### src/rtl/washing_machine_param.sv
// Parametrised washing machine controller.
// Runs a coin-started cycle: FILL -> (WASH -> RINSE) x reps -> SPIN -> IDLE.
// Phase lengths are PHASE_MIN*TICKS_PER_MIN scaled by 1/2/4/8 from clk_freq.
// An abort in any active phase drains the drum and returns to IDLE.
// Optional build macro WM_PAUSE_ALL_EN: timer_pause freezes the phase timer in
// FILL/WASH/RINSE/SPIN instead of SPIN only.
module washing_machine_param #(
  parameter int TICKS_PER_MIN = 60,
  parameter int FILL_MIN      = 2,
  parameter int WASH_MIN      = 5,
  parameter int RINSE_MIN     = 2,
  parameter int SPIN_MIN      = 1,
  parameter int DRAIN_MIN     = 1,
  parameter int REP_W         = 2,
  parameter int CNT_W         = 32
) (
  input  logic             clk,
  input  logic             rst,
  input  logic [1:0]       clk_freq,
  input  logic             coin_in,
  input  logic [REP_W-1:0] wash_reps,
  input  logic             timer_pause,
  input  logic             abort,
  output logic             wash_done,
  output logic             aborted,
  output logic [2:0]       state,
  output logic [REP_W-1:0] rep_cnt
);

  typedef enum logic [2:0] {
    S_IDLE  = 3'b000,
    S_FILL  = 3'b001,
    S_WASH  = 3'b011,
    S_RINSE = 3'b010,
    S_SPIN  = 3'b110,
    S_DRAIN = 3'b100
  } state_e;

  state_e           state_q;
  logic [CNT_W-1:0] cnt_q;
  logic [REP_W-1:0] tgt_q;
  logic [REP_W-1:0] rep_q;
  logic             done_q;
  logic             abrt_q;

  logic [CNT_W-1:0] base_len;
  logic [CNT_W-1:0] len;
  logic [REP_W-1:0] rep_inc;
  logic             phase_end;
  logic             paused;

  // Current phase length; recomputed every cycle so a clk_freq change takes effect mid-phase.
  always_comb begin
    base_len = '0;
    case (state_q)
      S_FILL:  base_len = CNT_W'(FILL_MIN  * TICKS_PER_MIN);
      S_WASH:  base_len = CNT_W'(WASH_MIN  * TICKS_PER_MIN);
      S_RINSE: base_len = CNT_W'(RINSE_MIN * TICKS_PER_MIN);
      S_SPIN:  base_len = CNT_W'(SPIN_MIN  * TICKS_PER_MIN);
      S_DRAIN: base_len = CNT_W'(DRAIN_MIN * TICKS_PER_MIN);
      default: base_len = '0;
    endcase
    len = base_len << clk_freq;
  end

  // >= rather than == so a shortened phase ends on the next unpaused edge.
  assign phase_end = (cnt_q >= len - CNT_W'(1));
  assign rep_inc   = rep_q + REP_W'(1);

`ifdef WM_PAUSE_ALL_EN
  assign paused = timer_pause && (state_q inside {S_FILL, S_WASH, S_RINSE, S_SPIN});
`else
  assign paused = timer_pause && (state_q == S_SPIN);
`endif

  // Cycle sequencer: abort beats pause beats phase completion.
  always_ff @(posedge clk) begin
    if (rst) begin
      state_q <= S_IDLE;
      cnt_q   <= '0;
      tgt_q   <= '0;
      rep_q   <= '0;
      done_q  <= 1'b0;
      abrt_q  <= 1'b0;
    end else begin
      case (state_q)
        S_IDLE: begin
          if (coin_in) begin
            state_q <= S_FILL;
            cnt_q   <= '0;
            tgt_q   <= (wash_reps == '0) ? REP_W'(1) : wash_reps;
            rep_q   <= '0;
            done_q  <= 1'b0;
            abrt_q  <= 1'b0;
          end
        end
        S_FILL, S_WASH, S_RINSE, S_SPIN: begin
          if (abort) begin
            state_q <= S_DRAIN;
            cnt_q   <= '0;
            abrt_q  <= 1'b1;
          end else if (!paused) begin
            if (phase_end) begin
              cnt_q <= '0;
              case (state_q)
                S_FILL:  state_q <= S_WASH;
                S_WASH:  state_q <= S_RINSE;
                S_RINSE: begin
                  rep_q   <= rep_inc;
                  state_q <= (rep_inc < tgt_q) ? S_WASH : S_SPIN;
                end
                default: begin
                  state_q <= S_IDLE;
                  done_q  <= 1'b1;
                end
              endcase
            end else begin
              cnt_q <= cnt_q + CNT_W'(1);
            end
          end
        end
        S_DRAIN: begin
          if (phase_end) begin
            state_q <= S_IDLE;
            cnt_q   <= '0;
          end else begin
            cnt_q <= cnt_q + CNT_W'(1);
          end
        end
        default: begin
          state_q <= S_IDLE;
          cnt_q   <= '0;
        end
      endcase
    end
  end

  assign state     = state_q;
  assign wash_done = done_q;
  assign aborted   = abrt_q;
  assign rep_cnt   = rep_q;

endmodule

### config.mk
export PLATFORM = sky130hd
export DESIGN_NAME = washing_machine_param
export DESIGN_NICKNAME = d
export VERILOG_FILES = /design/src/rtl/washing_machine_param.sv
export SDC_FILE = /design/constraint.sdc
export NUM_CORES = 1
export LEC_CHECK = 0
export CORE_UTILIZATION = 50
export DETAILED_ROUTE_END_ITERATION = 12
export GPL_TIMING_DRIVEN = 0
export PLACE_DENSITY = 0.68
export REMOVE_ABC_BUFFERS = 1
export SLEW_MARGIN = 5
export SYNTH_ARGS = -nofsm -noshare
export SYNTH_HDL_FRONTEND = slang
export SYNTH_SLANG_ARGS = --single-unit
### constraint.sdc
create_clock -name clk -period 5.2 [get_ports clk]
set_input_delay 0.78 -clock clk [delete_from_list [all_inputs] [get_ports clk]]
set_output_delay 0.78 -clock clk [all_outputs]
set_load 0.1 [all_outputs]
==> After elaboration in Yosys (flattened, before gate mapping) <==
Cells that the tools add are included.
{ "totals": {"register_bits": 41} }
{ "classes": {"n_reduce_logical": 14, "eq_ne": 15, "n_addsub": 3, "n_mux": 29, "n_lt_le_gt_ge": 2, "n_shift": 1} }
{ "ops": {"columns": ["cell", "count"], "rows": [
  ["32-bit two-way mux", 4],
  ["32-bit one-hot mux with 3 select lines", 1],
  ["32-bit by 1-bit adder with 32-bit output, second input constant", 1],
  ["32-bit >= comparator", 1],
  ["32-bit by 2-bit << shifter with 32-bit output", 1],
  ["32-bit by 1-bit subtractor with 32-bit output, second input constant", 1],
  ["9-bit one-hot mux with 3 select lines", 1],
  ["3-bit two-way mux", 6],
  ["3-bit one-hot mux with 3 select lines", 2],
  ["2-bit inequality test, second input constant", 8],
  ["2-bit two-way mux", 6],
  ["6-bit AND reduction", 2],
  ["3-bit by 2-bit equality test with 1-bit output, second input constant", 2],
  ["3-bit equality test, second input constant", 2],
  ["1-bit two-way mux", 6],
  ["3-bit inequality test, second input constant", 2],
  ["1-bit one-hot mux with 2 select lines", 2],
  ["2-bit one-hot mux with 2 select lines", 1],
  ["2-bit AND reduction", 2],
  ["4-bit AND reduction", 1],
  ["2-bit OR reduction", 2],
  ["4-bit OR reduction", 1],
  ["3-bit by 1-bit equality test with 1-bit output, second input constant", 1],
  ["3-bit zero test", 1],
  ["7 further kinds", 7]
]} }

==> Logic depth before layout (Yosys ltp) <==
{ "logic_depth": {"ltp_word": 10, "depth_mapped": 20} }

==> Least setup slack after synthesis <==
No wires, ideal clock.
{ "synth_timing": {"path_kind": "reg2reg", "from": "reg state_q[0], in the netlist state[0]", "to": "reg cnt_q[21]", "t_required_ps": 5078, "setup_slack_ps": 511, "t_arrival_ps": 4568, "path_stages_with_launch": 19, "synth_period_minus_slack_ps": 4689, "setup_ps": 122, "cell_sequence": "dfxtp_1 > clkbuf_1 > buf_1 > o21ai_0 > a21oi_1 > o21ai_0 > ha_1 > clkbuf_1 > nand2b_1 > o21ai_0 > mux4_2 > ha_1 > nand4_1 > a21oi_1 > o311ai_2 > a211oi_4 > buf_6 > nor2_1 > a221o_1"} }
{ "synth_between": {"elab_chain_len": 10, "word_cells_on_any_way": 21} }
{ "synth_rtl": {"columns": ["item", "line", "rtl"], "rows": [
  ["start, declared", "39", "state_e state_q;"],
  ["start signal, assigned", "110", "state_q <= (rep_inc < tgt_q) ? S_WASH : S_SPIN;"],
  ["3-bit equality test (tied with other cells)", "55, 73, 86", null],
  ["2-bit OR reduction (no line)", null, null],
  ["9-bit one-hot mux with 3 select lines", "55", "case (state_q)"],
  ["32-bit by 2-bit << shifter with 32-bit output", "63", "len = base_len << clk_freq;"],
  ["32-bit by 1-bit subtractor with 32-bit output", "67", "assign phase_end = (cnt_q >= len - CNT_W'(1));"],
  ["32-bit >= comparator", "67", null],
  ["32-bit two-way mux", "103, 123", null],
  ["32-bit two-way mux", "102", "end else if (!paused) begin"],
  ["32-bit two-way mux", "98", "if (abort) begin"],
  ["32-bit one-hot mux with 3 select lines", "86", "case (state_q)"],
  ["end signal, assigned", "118", "cnt_q <= cnt_q + CNT_W'(1);"],
  ["end signal, assigned", "127", "cnt_q <= cnt_q + CNT_W'(1);"],
  ["end, declared", "40", "logic [CNT_W-1:0] cnt_q;"]
]} }
Parallel ways exist; a longest one is shown, timed or not. The select of a mux whose other input is x is not followed.
A chain may end at the register's enable or synchronous reset.

==> Final worst setup path <==
{ "layout_timing": {"from": "in clk_freq[0]", "to": "reg cnt_q[9]"} }
{ "layout_between": {"elab_chain_len": 7} }
{ "layout_rtl": {"columns": ["item", "line", "rtl"], "rows": [
  ["start, declared", "19", "input logic [1:0] clk_freq,"],
  ["32-bit by 2-bit << shifter with 32-bit output *", "63", null],
  ["32-bit by 1-bit subtractor with 32-bit output *", "67", null],
  ["32-bit >= comparator *", "67", null],
  ["32-bit two-way mux *", "103, 123", null],
  ["32-bit two-way mux", "102", null],
  ["32-bit two-way mux", "98", null],
  ["32-bit one-hot mux with 3 select lines *", "86", null]
]} }
Every way passes the cells marked *; elsewhere a longest branch is shown, timed or not. The select of a mux whose other input is x is not followed.

==> out/qor.txt <==
Total CTS buffers -> 5
Crit path cell chain -> clkdlybuf4s50_1 > inv_1 > nand2_1 > a21oi_1 > o21ai_0 > ha_1 > nand2b_1 > o21ai_0 > mux4_2 > ha_1 > nand4_1 > a21oi_1 > o311ai_2 > a211oi_4 > nor2_1 > a221o_1
Hold_ws -> 0.4856 ns
Vias -> 3,300
Post-synthesis sequential area ratio -> 23.61%
Dpl cell area -> 3686 µm²
Max-slew violation count -> 0
Outcome -> finished, final reports clean
Layout cells sized above 1 -> 6.278%
Max Freq -> 209.4 MHz
Main combinational cell family by area after synthesis -> simple AND/OR/NAND/NOR gates
Hold EP -> wash_done
Final worst slack -> 0.4237 ns
Crit end category -> register
Die Ht -> 85.39 µm
GRT overflow -> 0
Post-synth cell types -> 67
Leakage -> 1.426 nW
DRT Pass-1 Iters -> 4
Worst Tran Pin Value -> 0.9794 ns
Antenna Nets Post-Route -> 0
Vias in the first global route -> 2,899
Clk Latency, worst-skew pair -> 0.29 ns
Yosys warns -> 0
Hpwl dp -> 6294 µm
# H-tree levels -> 2
Fillers -> 637
Crit-path max FO -> 14
Fraction of the mapped netlist area in compound gates -> 26.41%
CTS max path bufs -> 2
Post-synth EDFFs -> 0
TritonCTS sink count -> 41
Clock slew at reported path FFs -> 0.07 ns
Worst Hold Class -> register to register
Remaining DRCs -> 0
Final Hold Viols -> 0
Async SR Flop Fraction -> 0%
Initial antenna violation count -> 0
IO Pins -> 16
XOR/XNOR Fraction of Synth Area -> 1.259%
R2R Path Start -> state[2]
Vias per inst -> 6.274
Worst slack at placement -> 0.1288 ns
Cells on Worst Hold Path -> 2
GRT Total Usage -> 23.36%
Core area -> 6756 µm²
1st-iter DRT viols -> 237
Mux cell area share after synthesis -> 1.547%
Largest net degree at the start of global routing -> 36
Post-Synth Adder-Cell Area -> 12.81%
Synthesis-to-finish area growth -> 8.168%
Synth Flop Type -> dfxtp_1
Unrepaired setup endpoints after global routing -> false
Site Rows -> 30
Slew HR -> 34.62%
HP Start -> wash_done
Crit path time final -> 4.776 ns
Routed wire length -> 8241 µm
Worst reg2reg setup slack -> 0.52 ns
Most common cell after layout, fill and taps aside -> nand2_1
WS Path Type -> input port to register
R2r worst-path depth -> 14
Avg Inst Size Synth -> 7.779 µm²
First-pass GRT wire length -> 13,610 µm
IO Port Bufs -> 15
Setup Fix Bufs, Post-CTS -> 0
ANT cells -> 0
Max VDD drop -> 322.9 µV
Power per Cell Area -> 352.2 nW/µm²
Die area -> 7291 µm²
Synth Area in Simple Gates -> 29.54%
Worst path arrival time -> 4.95 ns
Final setup violation count -> 0
Starting Density -> 51.46%
Die Width -> 85.39 µm
Max incr delay on CP -> 0.68 ns
Drt wl/cell -> 15.67 µm
Post-Syn Instances -> 447
Clk root buf -> clkbuf_8
Critical path launch point type -> input port
Final non-filler cell area -> 3761 µm²
Worst reg2reg path endpoint -> cnt_q[9]
GP Congestion -> 0.8648
Synthesized area -> 3477 µm²
# nets final -> 490
CTS tree -> built
Clock Skew -> 0.01010 ns
CP required -> 5.37 ns
Most frequent cells in the layout -> nand2_1 (55), dfxtp_1 (40), a21oi_1 (35)
#FFs+latches synth -> 41
Final period util -> 91.85%
Slowest stage cell, crit path -> a211oi_4
Max-Cap Viols -> 0
-- state kept, by name, summed over array words and instances, names as in the netlist --
| name | flops |
|---|---|
| aborted | 1 |
| cnt_q | 32 |
| rep_cnt | 2 |
| state | 3 |
| tgt_q | 2 |
| wash_done | 1 |
-- synthesized netlist by cell type, types with 3 or more instances --
cell type   n  share of area (%)
o31ai_1     3               0.65
a21o_1      6                1.3
o311ai_0    9                2.3
buf_1       3               0.32
and4_1      6                1.5
ha_1       34                 12
nor2_1     23                2.5
xnor2_1     4                1.0
a211oi_1    6                1.3
nand3_1    15                2.2
or3_1      10                1.8
a211o_1     9                2.3
clkbuf_1   12                1.3
nor3_1     16                2.3
nand2_1    55                5.9
and2_1      5               0.90
nand2b_1    6                1.1
inv_1      11                1.2
o21a_1      9                1.9
o21ai_0    29                4.2
and3_1      8                1.4
nor4_1      6                1.1
a21oi_1    35                5.0
nand4_1    10                1.8
buf_2       8                1.2
nor3_2      3               0.86
o22a_1      4                1.0
dfxtp_1    41                 24
nor2b_1     5               0.90
nor3b_1     8                1.7
-- worst max-delay path: cells and delay by family --
kind | cells | cell delay (ns)
fa+ha+maj | 2 | 0.62
simple gates | 4 | 0.62
mux | 1 | 0.48
buf+inv | 2 | 0.66
compound gates | 7 | 1.78
-- where the power goes --
part	internal [mW]	switching, mW
combinational	0.262	0.450
clock	0.0886	0.109
sequential	0.338	0.0769
total	0.688	0.636
-- repair_timing --
item / CTS / global route
hold buffers: 0 / 0
resized for setup: 0 / 1
setup endpoints to repair: 0 / 4
-- layout make-up --
type | count | area (µm²) | area share, %
Clock buffer | 5 | 68.82 | 1.830
Clock inverter | 1 | 5.005 | 0.1331
Inverter | 11 | 41.29 | 1.098
Multi-Input combinational cell | 369 | 2489 | 66.17
Sequential cell | 41 | 822.0 | 21.86
Tap cell | 80 | 100.1 | 2.661
Timing Repair Buffer | 19 | 235.2 | 6.254
-- kinds of logic (layout without fill, tap and decap cells) --
| logic type | Yosys count | count (layout) |
|---|---|---|
| adders and majority gates | 36 | 36 |
| buffers and inverters | 37 | 36 |
| muxes | 4 | 4 |
| AOI/OAI and AO/OA | 134 | 134 |
| and+or+nand+nor | 190 | 190 |
| DFF | 41 | 41 |
| xor gates and xnor gates | 5 | 5 |
-- routing by layer --
metal | GRT usage, % | vias up | wire length [µm]
met2 | 39.59 | 47 | 3920
met3 | 3.891 | 8 | 361
met1 | 31.30 | 1547 | 3857
li1 | - | 1698 | -
met5 | 0 | - | 0
met4 | 4.848 | 0 | 102
-- how the worst max path moves through the flow --
stage | startpoint | end | slack (ns) | depth (start not counted)
final | clk_freq[0] | cnt_q[9] | 0.42 | 16
after CTS | state[0] | state[2] | 0.35 | 15
after global routing | state[2] | state[2] | 0.1 | 15
after global placement | clk_freq[0] | cnt_q[9] | -0.91 | 16
after detailed placement | clk_freq[0] | state[2] | 0.13 | 17
after floorplan | state[0] | cnt_q[9] | -0.21 | 14
-- through the flow --
step                std cells  utilization (%)  TNS, ns  power (mW)
finish                    526            55.67        0       1.325
global route              526            55.67        0       1.450
CTS                       526            55.65        0       1.341
detailed placement        520            54.56        0       1.135
global placement          516            53.30   -20.83       1.085
floorplan                 421                -   -1.662      0.9319
(Power assumes the default switching activity.)
